$ cat config.mk
export PLATFORM = sky130hd
export DESIGN_NAME = i2s_transmitter
export DESIGN_NICKNAME = d
export VERILOG_FILES = /design/src/rtl/i2s_pkg.sv /design/src/rtl/i2s_sck_gen.sv /design/src/rtl/i2s_transmitter.sv
export SDC_FILE = /design/constraint.sdc
export NUM_CORES = 1
export LEC_CHECK = 0
export ABC_AREA = 0
export BUFFER_PORTS_ARGS = -buffer_cell sky130_fd_sc_hd__buf_2
export CAP_MARGIN = 20
export CORE_MARGIN = 2
export CORE_UTILIZATION = 55
export CTS_CLUSTER_SIZE = 30
export DETAILED_ROUTE_END_ITERATION = 12
export GPL_TIMING_DRIVEN = 0
export PLACE_DENSITY = 0.76
export SLEW_MARGIN = 25
export SYNTH_ARGS = -nofsm -noshare
export SYNTH_HDL_FRONTEND = slang
export SYNTH_HIERARCHICAL = 1
export SYNTH_SLANG_ARGS = --single-unit
$ cat constraint.sdc
create_clock -name clk_in -period 5.7 [get_ports clk_in]
set_input_delay 0.855 -clock clk_in [delete_from_list [all_inputs] [get_ports clk_in]]
set_output_delay 0.855 -clock clk_in [all_outputs]
set_load 0.05 [all_outputs]
$ cat src/rtl/i2s_pkg.sv
// i2s_pkg: I2S frame geometry and the stereo sample type.
// Shared by the transmitter and the microphone receiver.
package i2s_pkg;
  localparam int SAMPLE_WIDTH = 24;
  localparam int SLOT_BITS = 32;
  localparam int FRAME_SLOTS = 64;
  typedef struct packed {
    logic [SAMPLE_WIDTH-1:0] left;
    logic [SAMPLE_WIDTH-1:0] right;
  } stereo_sample_t;
endpackage

$ cat src/rtl/i2s_sck_gen.sv
// i2s_sck_gen: divides clk_in down to the I2S bit clock.
// The rise/fall strobes mark the clk_in cycle on which sck toggles.
module i2s_sck_gen #(
  parameter int SCK_HALF = 16
) (
  input  logic clk_in,
  input  logic rst_in,
  output logic sck,
  output logic sck_rise,
  output logic sck_fall
);
  localparam int CW = $clog2(SCK_HALF);
  logic [CW-1:0] cnt_q, cnt_d;
  logic sck_q, sck_d, wrap;
  always_comb begin
    wrap = cnt_q == CW'(SCK_HALF - 1);
    cnt_d = wrap ? '0 : cnt_q + 1'b1;
    sck_d = sck_q ^ wrap;
  end
  always_ff @(posedge clk_in) begin
    if (!rst_in) begin
      cnt_q <= '0;
      sck_q <= 1'b0;
    end else begin
      cnt_q <= cnt_d;
      sck_q <= sck_d;
    end
  end
  assign sck = sck_q;
  assign sck_rise = wrap && !sck_q;
  assign sck_fall = wrap && sck_q;
endmodule

$ cat src/rtl/i2s_transmitter.sv
// i2s_transmitter: stereo I2S master with a single-entry holding register.
// A new frame is loaded from the holding register on the falling edge entering slot 0.
module i2s_transmitter
  import i2s_pkg::SLOT_BITS, i2s_pkg::FRAME_SLOTS;
#(
  parameter int SCK_HALF = 16,
  parameter int SAMPLE_WIDTH = i2s_pkg::SAMPLE_WIDTH
) (
  input  logic                    clk_in,
  input  logic                    rst_in,
  input  logic [SAMPLE_WIDTH-1:0] sample_left_in,
  input  logic [SAMPLE_WIDTH-1:0] sample_right_in,
  input  logic                    sample_valid_in,
  output logic                    sample_ready_out,
  output logic                    i2s_sck_out,
  output logic                    i2s_ws_out,
  output logic                    i2s_sd_out,
  output logic                    frame_start_out,
  output logic                    underrun_out
);
  localparam int SW = $clog2(FRAME_SLOTS);
  localparam int PW = $clog2(SLOT_BITS);
  localparam logic [PW-1:0] LAST = PW'(SAMPLE_WIDTH);
  logic sck, sck_fall, sck_rise_unused;
  logic [SW-1:0] slot_q, slot_d, slot_n;
  logic [PW-1:0] pos;
  logic right_half, data_slot, load, accept, shift_l, shift_r;
  logic ws_q, ws_d, sd_q, sd_d, hold_full_q, hold_full_d;
  logic frame_start_q, frame_start_d, underrun_q, underrun_d;
  logic [SAMPLE_WIDTH-1:0] hold_left_q, hold_left_d, hold_right_q, hold_right_d;
  logic [SAMPLE_WIDTH-1:0] left_sr_q, left_sr_d, right_sr_q, right_sr_d;
  i2s_sck_gen #(.SCK_HALF(SCK_HALF)) u_sck_gen (
    .clk_in   (clk_in),
    .rst_in   (rst_in),
    .sck      (sck),
    .sck_rise (sck_rise_unused),
    .sck_fall (sck_fall)
  );
  // Everything below is decided from the slot being entered on this falling edge.
  always_comb begin
    slot_n = slot_q + 1'b1;
    pos = slot_n[PW-1:0];
    right_half = slot_n[PW];
    data_slot = pos != '0 && pos <= LAST;
    load = sck_fall && slot_n == '0;
    accept = sample_valid_in && !hold_full_q;
    shift_l = sck_fall && data_slot && !right_half;
    shift_r = sck_fall && data_slot && right_half;
    slot_d = sck_fall ? slot_n : slot_q;
    ws_d = sck_fall ? right_half : ws_q;
    sd_d = shift_l ? left_sr_q[SAMPLE_WIDTH-1] :
           shift_r ? right_sr_q[SAMPLE_WIDTH-1] :
           sck_fall ? 1'b0 : sd_q;
    left_sr_d = load ? (hold_full_q ? hold_left_q : '0) : shift_l ? left_sr_q << 1 : left_sr_q;
    right_sr_d = load ? (hold_full_q ? hold_right_q : '0) : shift_r ? right_sr_q << 1 : right_sr_q;
    hold_full_d = load ? accept : hold_full_q || accept;
    hold_left_d = accept ? sample_left_in : hold_left_q;
    hold_right_d = accept ? sample_right_in : hold_right_q;
    frame_start_d = load;
    underrun_d = load && !hold_full_q;
  end
  always_ff @(posedge clk_in) begin
    if (!rst_in) begin
      slot_q <= SW'(FRAME_SLOTS - 1);
      ws_q <= 1'b1;
      sd_q <= 1'b0;
      hold_full_q <= 1'b0;
      hold_left_q <= '0;
      hold_right_q <= '0;
      left_sr_q <= '0;
      right_sr_q <= '0;
      frame_start_q <= 1'b0;
      underrun_q <= 1'b0;
    end else begin
      slot_q <= slot_d;
      ws_q <= ws_d;
      sd_q <= sd_d;
      hold_full_q <= hold_full_d;
      hold_left_q <= hold_left_d;
      hold_right_q <= hold_right_d;
      left_sr_q <= left_sr_d;
      right_sr_q <= right_sr_d;
      frame_start_q <= frame_start_d;
      underrun_q <= underrun_d;
    end
  end
  assign sample_ready_out = !hold_full_q;
  assign i2s_sck_out = sck;
  assign i2s_ws_out = ws_q;
  assign i2s_sd_out = sd_q;
  assign frame_start_out = frame_start_q;
  assign underrun_out = underrun_q;
endmodule
==> summary.md, run 1 <==
| Metric | Value |
|---|---|
| Run status | `finished, final reports clean` |
| Post-cts resize count | `0` |
| Sw Share | `around 24%` |
| Initial cell density of the core | `between 50 and 60%` |
| Cts bufs inserted | `9` |
| Routed wire length | `around 10000 µm` |
| Die width | `between 90 and 100 µm` |
| Worst Tran Pin Value | `~0.81 ns` |
| Flop pwr share | `between 50 and 60%` |
| # H-tree levels | `3` |
| Commonest non-fill, non-tap cell in the layout | `nand2_1` |
| Final setup violating endpoints | `0` |
| Port Buffers | `56` |
| VDD IR-drop max | `between 0.1 and 0.15 mV` |
| Post-CTS setup buffer count | `0` |
| Die area | `between 0.009 and 0.01 mm²` |
| Yosys cell types | `between 40 and 50` |
| Row cnt | `34` |
| Synthesized area per cell | `~8.7 µm²` |
| Via count | `around 4000` |
| Worst setup SP type | `flop` |
| Sw power | `between 0.0003 and 0.0004 W` |
| Worst Path Max Fanout | `10` |
| Worst Setup End Kind | `flop` |
| First-pass GRT wire length | `about 18000 µm` |
| Largest net degree at the start of global routing | `20` |
| Clk sinks | `about 110` |
| Critical Path RT | `5.97 ns` |
| Final setup margin | `about 3.0 ns` |
| Multi-input logic area | `~0.0025 mm²` |
| Cells after Synth | `573` |
| Seq/Total Area, Yosys | `roughly 45%` |
| Cell count after placement | `approximately 740` |
| Non-Filler Instances | `approximately 750` |
| Worst hold path class | `flop to flop` |
| Hold_buf cts | `0` |
| Final Critical Period | `2.72 ns` |
| Yosys reg bits | `around 110` |
| Die Ht | `between 90 and 100 µm` |
| Max-slew headroom | `a little under half` |
| Critical Path AT | `between 2 and 3 ns` |
| RSZ-0062 raised after global routing | `no` |
| CP max stage cell | `o2111ai_1` |
| Warnings from Yosys | `6` |
| Top_reg_cell synth | `dfxtp_1` |
| Max clock buf depth | `2` |
| Total Nets Final | `696` |
| Clk pin slew, worst setup/hold paths | `0.10 ns` |
| Diode count | `0` |
| Tcrit/Tclk final | `a little under half` |
| Cell mode on critical path | `ha_1` |
| Commonest cells after routing, fill and taps aside | `143 x nand2_1, 111 x dfxtp_1, 62 x buf_2, 49 x a21boi_0, 41 x mux2i_1` |
| Max Cap Viol | `0` |
| Post-synth EDFFs | `0` |
| Drt initial violations | `158` |
| Final core area utilization | `between 60% and 70%` |
| Antenna-violating nets left | `0` |
| Gr usage total | `between 20% and 30%` |
| Share of cells above drive strength 1 | `between 10% and 20%` |
| DP HPWL | `between 7000 and 8000 µm` |
| Vias in the first global route | `approximately 3900` |
| Fmax | `around 370 MHz` |
| Comb pwr share | `under 10%` |
| GRT Residual Overflow | `0` |
| Power per Cell Area | `249 mW/mm²` |
| Via density | `approximately 5.3` |
| Post-route setup TNS | `0 ns` |
| CTS tree | `built` |
| Drt drc | `0` |
| Synth-to-Final Area Change | `12.6%` |
| Final Max Tran Viols | `0` |
| Initial antenna violation count | `0` |
| Leakage | `2.52 nW` |
| Syn_nets | `629` |
| CTS Root Buffer Type | `clkbuf_8` |
| Area of the core | `between 0.008 and 0.009 mm²` |
| Skew final | `around 0.012 ns` |
| Pre-CTS WS | `a little over 3 ns` |
| Async SR Flop Fraction | `0%` |
| Fillcell total | `around 770` |
| Sequential Area | `roughly 0.0022 mm²` |
| Drt wl/cell | `13.4 µm` |
| Final Hold Violating Endpoints | `0` |
| # IOs | `57` |
| Critical-path cell list | `ha_1, and3_4, ha_1, clkbuf_1, o2111ai_1, a311o_1, and3_1` |
| Worst-Skew Late Latency | `between 0.3 and 0.4 ns` |
| Detailed-router iteration count before antenna repair | `4` |
| Clock power frac | `35.7%` |
| Critical path type | `flop to flop` |
| Synthesized cell area | `between 0.004 and 0.005 mm²` |
| RePlAce Congestion | `just under 0.8` |
| Cell Int Power | `approximately 0.0011 W` |
| Crit-path max cell delay | `0.50 ns` |
[routing by layer]
metal | vias to the layer above | share of wire [%] | global-route usage [%]
li1 | 2070 | - | -
met1 | 1850 | 49 | 30.1
met2 | 74 | 45 | 34.8
met3 | 15 | 3.7 | 3.16
met4 | 0 | 1.9 | 9.38
met5 | - | 0 | 0
[synthesized netlist by cell type (2+ instances only)]
cell / count / area [µm²]
nor4bb_1: 2 / 20.0
nand3_1: 2 / 10.0
buf_4: 5 / 37.5
o21ai_0: 32 / 160
clkbuf_1: 25 / 93.8
o21ai_1: 14 / 70.1
buf_2: 6 / 30.0
mux2i_1: 41 / 410
nor2_1: 8 / 30.0
xnor2_1: 2 / 17.5
buf_6: 4 / 45.0
nand2_1: 143 / 537
nor2b_1: 31 / 194
a32o_1: 5 / 50.1
and3_1: 31 / 194
and2_1: 2 / 12.5
clkbuf_2: 2 / 10.0
a21boi_0: 49 / 368
inv_1: 8 / 30.0
ha_1: 5 / 62.6
a21oi_1: 5 / 25.0
xor2_1: 4 / 35.0
o21a_1: 7 / 52.6
buf_1: 2 / 7.51
a311o_1: 2 / 20.0
nand2b_1: 3 / 18.8
dfxtp_1: 111 / 2220
a21oi_4: 2 / 32.5
[critical path, delay by kind of cell (launching register included)]
kind	cells	cell delay (ns)
flops	1	0.40
fa+ha+maj	2	0.48
compound gates	2	0.92
buf+inv	1	0.41
simple gates	2	0.41
[power groups by stage]
stage,Sequential [W],Combinational (W),Clock (W)
finish,0.000808,0.0000891,0.000498
global route,0.000811,0.000103,0.000542
CTS,0.000808,0.0000901,0.000510
detailed placement,0.000826,0.0000896,0
global placement,0.000825,0.0000863,0
floorplan,0.000822,0.0000530,0
[flip-flops by register name, indices dropped and copies added (netlist names)]
signal and cells:
hold_full_q 1, u_sck_gen/sck 1, u_sck_gen/cnt_q 4, hold_right_q 24, left_sr_q 24, right_sr_q 24, frame_start_out 1, hold_left_q 24
i2s_sd_out 1, underrun_out 1, slot_q 6
[path summary, 6_finish.rpt]
kind	startpoint	to	slack, ns	depth (start not counted)
hold / removal	right_sr_q[19]	right_sr_q[19]	0.46	2
setup / recovery	u_sck_gen/cnt_q[0]	left_sr_q[11]	2.98	7
hold reg to reg	right_sr_q[19]	right_sr_q[19]	0.46	2
setup reg to reg	u_sck_gen/cnt_q[0]	left_sr_q[11]	2.98	7
[cell type report]
class | instances | area share, %
Sequential cell | 111 | 39.6
Timing Repair Buffer | 56 | 4.99
Clock buffer | 10 | 2.45
Tap cell | 108 | 2.41
Buffer | 44 | 3.99
Clock inverter | 6 | 1.34
Multi-Input combinational cell | 410 | 44.7
Inverter | 8 | 0.535
[cell families (layout without fill, tap and decap cells)]
logic type,after synthesis,after routing,synth area share (%)
fa+ha+maj,5,5,1.26
flops,111,111,44.6
simple gates,232,232,22.3
xor+xnor,6,6,1.05
mux,42,42,8.46
compound gates,125,125,17.2
buf+inv,52,124,5.10
[through the flow]
stage	power (W)	area (µm²)	hold WS (ns)
final	0.00139	5610	0.459
after global routing	0.00146	5610	0.483
after CTS	0.00141	5610	0.461
after detailed placement	0.000915	5400	0.444
after global placement	0.000911	5400	0.439
after floorplan	0.000875	4980	0.425
No activity file was read; power rests on OpenSTA's default activity.
==> run 2, diff against run 1 <==
- CORE_UTILIZATION: 55 -> 52
- PLACE_DENSITY: 0.76 -> 0.75
- clock period: 5.7 -> 2.2 ns (I/O delays scaled with it)
==> run 2 against run 1 <==
Via count rose by 3.7%; register-to-register slack got worse by 3.0 ns; clock power rose by 130%; clock skew fell by 0.0025 ns; critical endpoint is now right_sr_q[0]; flip-flop and latch count did not move; setup slack got worse by 3.0 ns; routed wire length rose by 9.3%; first-iteration DRC count rose by 0.63%; sequential share of layout area fell by 3.0 points; critical path depth rose by 2; die area rose by 5.5%; clock-buffer cell count fell by 1.
==> summary.md, run 2 (synthesis results as in run 1) <==
| Metric | Value |
|---|---|
| Clk pin slew, worst setup/hold paths | `0.11 ns` |
| Via density | `roughly 5.2` |
| Critical Path AT | `about 2.5 ns` |
| Worst Path Buf+Inv | `4` |
| Commonest cells after routing, fill and taps aside | `143 x nand2_1, 104 x dfxtp_1, 58 x buf_2, 49 x a21boi_0, 41 x mux2i_1` |
| Clk sinks | `approximately 110` |
| Sequential Area | `0.00224 mm²` |
| Drt drc | `0` |
| RePlAce Congestion | `just under 0.8` |
| Run status | `finished, final reports clean` |
| Cts bufs inserted | `9` |
| Multi-input logic area | `approximately 0.0027 mm²` |
| Flop pwr share | `about 60%` |
| Critical path type | `flop to flop` |
| Cell Int Power | `around 0.0026 W` |
| Gr usage total | `between 20% and 30%` |
| Largest net degree at the start of global routing | `20` |
| Met3 WL | `461 µm` |
| VDD IR-drop max | `~0.31 mV` |
| Critical-path cell list | `buf_6, nand3_4, or4b_4, a21oi_4, buf_6, a21oi_4, buf_12, buf_4, a32o_1` |
| CP max stage cell | `or4b_4` |
| CTS Root Buffer Type | `clkbuf_8` |
| Skew final | `0.00920 ns` |
| GRT Residual Overflow | `0` |
| # H-tree levels | `3` |
| Comb pwr share | `between 6 and 7%` |
| Max-slew headroom | `roughly two thirds` |
| Sw Share | `between 20% and 30%` |
| Clock power frac | `approximately 33%` |
| Worst Tran Pin Value | `roughly 0.49 ns` |
| Crit-path max cell delay | `just over 0.5 ns` |
| Drt initial violations | `~160` |
| CP delay by family, top | `buffers and inverters` |
| Fillcell total | `roughly 800` |
| Hold_buf cts | `0` |
| Wire length on met2 | `5250 µm` |
| RSZ-0062 raised after global routing | `yes` |
| Worst setup SP type | `flop` |
| Drt wl/cell | `approximately 14 µm` |
| Die Ht | `around 100 µm` |
| Tcrit/Tclk final | `99.4%` |
| Row cnt | `35` |
| Final Max Tran Viols | `0` |
| Max clock buf depth | `2` |
| Vias in the first global route | `around 3800` |
| Post-route setup TNS | `0 ns` |
| Antenna-violating nets left | `0` |
| Final Critical Period | `about 2.2 ns` |
| Power per Cell Area | `567 mW/mm²` |
| Diode count | `0` |
| Initial antenna violation count | `0` |
| Worst Path Max Fanout | `8` |
| Top sig layer | `met4` |
| Share of cells above drive strength 1 | `between 20 and 25%` |
| M1 wire length | `5210 µm` |
| Worst-Skew Late Latency | `roughly 0.38 ns` |
| Sw power | `just under 0.0009 W` |
| Die area | `0.0104 mm²` |
| Routed wire length | `between 10000 and 15000 µm` |
| Via count | `between 4000 and 5000` |
| Worst Setup End Kind | `flop` |
| Total Nets Final | `716` |
| Area of the core | `~0.0093 mm²` |
| CTS tree | `built` |
| Commonest non-fill, non-tap cell in the layout | `nand2_1` |
| Total power | `around 0.0035 W` |
| Synth-to-Final Area Change | `22.8%` |
| Max Cap Viol | `0` |
| Initial cell density of the core | `about 54%` |
| # IOs | `57` |
| Final Hold Violating Endpoints | `0` |
| Port Buffers | `between 50 and 60` |
| Worst hold path class | `input pin to flop` |
| First-pass GRT wire length | `approximately 17000 µm` |
| Fmax | `~460 MHz` |
| Die width | `between 100 and 150 µm` |
| Leakage | `~2.8 nW` |
| DP HPWL | `slightly above 7000 µm` |
| Final setup violating endpoints | `0` |
| Critical Path RT | `2.48 ns` |
| Detailed-router iteration count before antenna repair | `4` |
## run 2: per-stage QoR
step	setup WS [ns]	util [%]	cells	hold slack (ns)	cell area (µm²)
floorplan	0.0468	-	573	0.425	4990
global placement	-0.240	58.5	758	0.440	5430
detailed placement	-0.328	58.5	758	0.440	5430
CTS	0.00616	61.7	780	0.178	5730
global route	-0.0657	65.9	794	0.177	6120
finish	0.0134	65.9	794	0.184	6120
## run 2: worst register-to-register path, cell delays in order, from the launching register on
cell     delay [ns]
dfxtp_2        0.34
buf_6          0.13
nand3_4        0.08
or4b_4         0.51
a21oi_4        0.26
buf_6          0.21
a21oi_4        0.05
buf_12         0.15
buf_4          0.13
a32o_1         0.24
## run 2: final cells by class
cell class / count / area share (%)
well taps: 129 / 2.64
clock inverters: 7 / 0.920
repair buffers: 78 / 8.67
clock buffers: 9 / 2.02
plain buffers: 42 / 4.46
multi-input cells: 410 / 44.2
flip-flops and latches: 111 / 36.6
inverters: 8 / 0.491
## run 2: power by group through the flow
stage	Clock, W	Combinational (W)	Sequential [W]
detailed placement	0	0.000231	0.00214
floorplan	0	0.000137	0.00213
finish	0.00115	0.000233	0.00209
global placement	0	0.000223	0.00214
CTS	0.00116	0.000233	0.00209
global route	0.00126	0.000268	0.00210
## run 2: path summary, 6_finish.rpt
check	slack, ns	startpoint	cells after the start	endpoint
max	0.01	slot_q[2]	9	right_sr_q[0]
max reg2reg	0.01	slot_q[2]	9	right_sr_q[0]
min	0.18	sample_left_in[16]	3	hold_left_q[16]
min reg2reg	0.45	u_sck_gen/cnt_q[0]	1	u_sck_gen/cnt_q[0]
## run 2: timing repair
action                                  in CTS  in global routing
setup buffers                                6                 12
gates cloned                                 0                  4
endpoints found under the setup margin      51                 60
gates resized for setup                     18                 58
pin swaps                                    3                 16
## run 2: metal layers
metal / GRT usage (%) / up-vias
li1: - / 2111
met1: 28.3 / 1962
met2: 34.2 / 73
met3: 4.24 / 12
met4: 6.56 / 0
met5: 0 / -
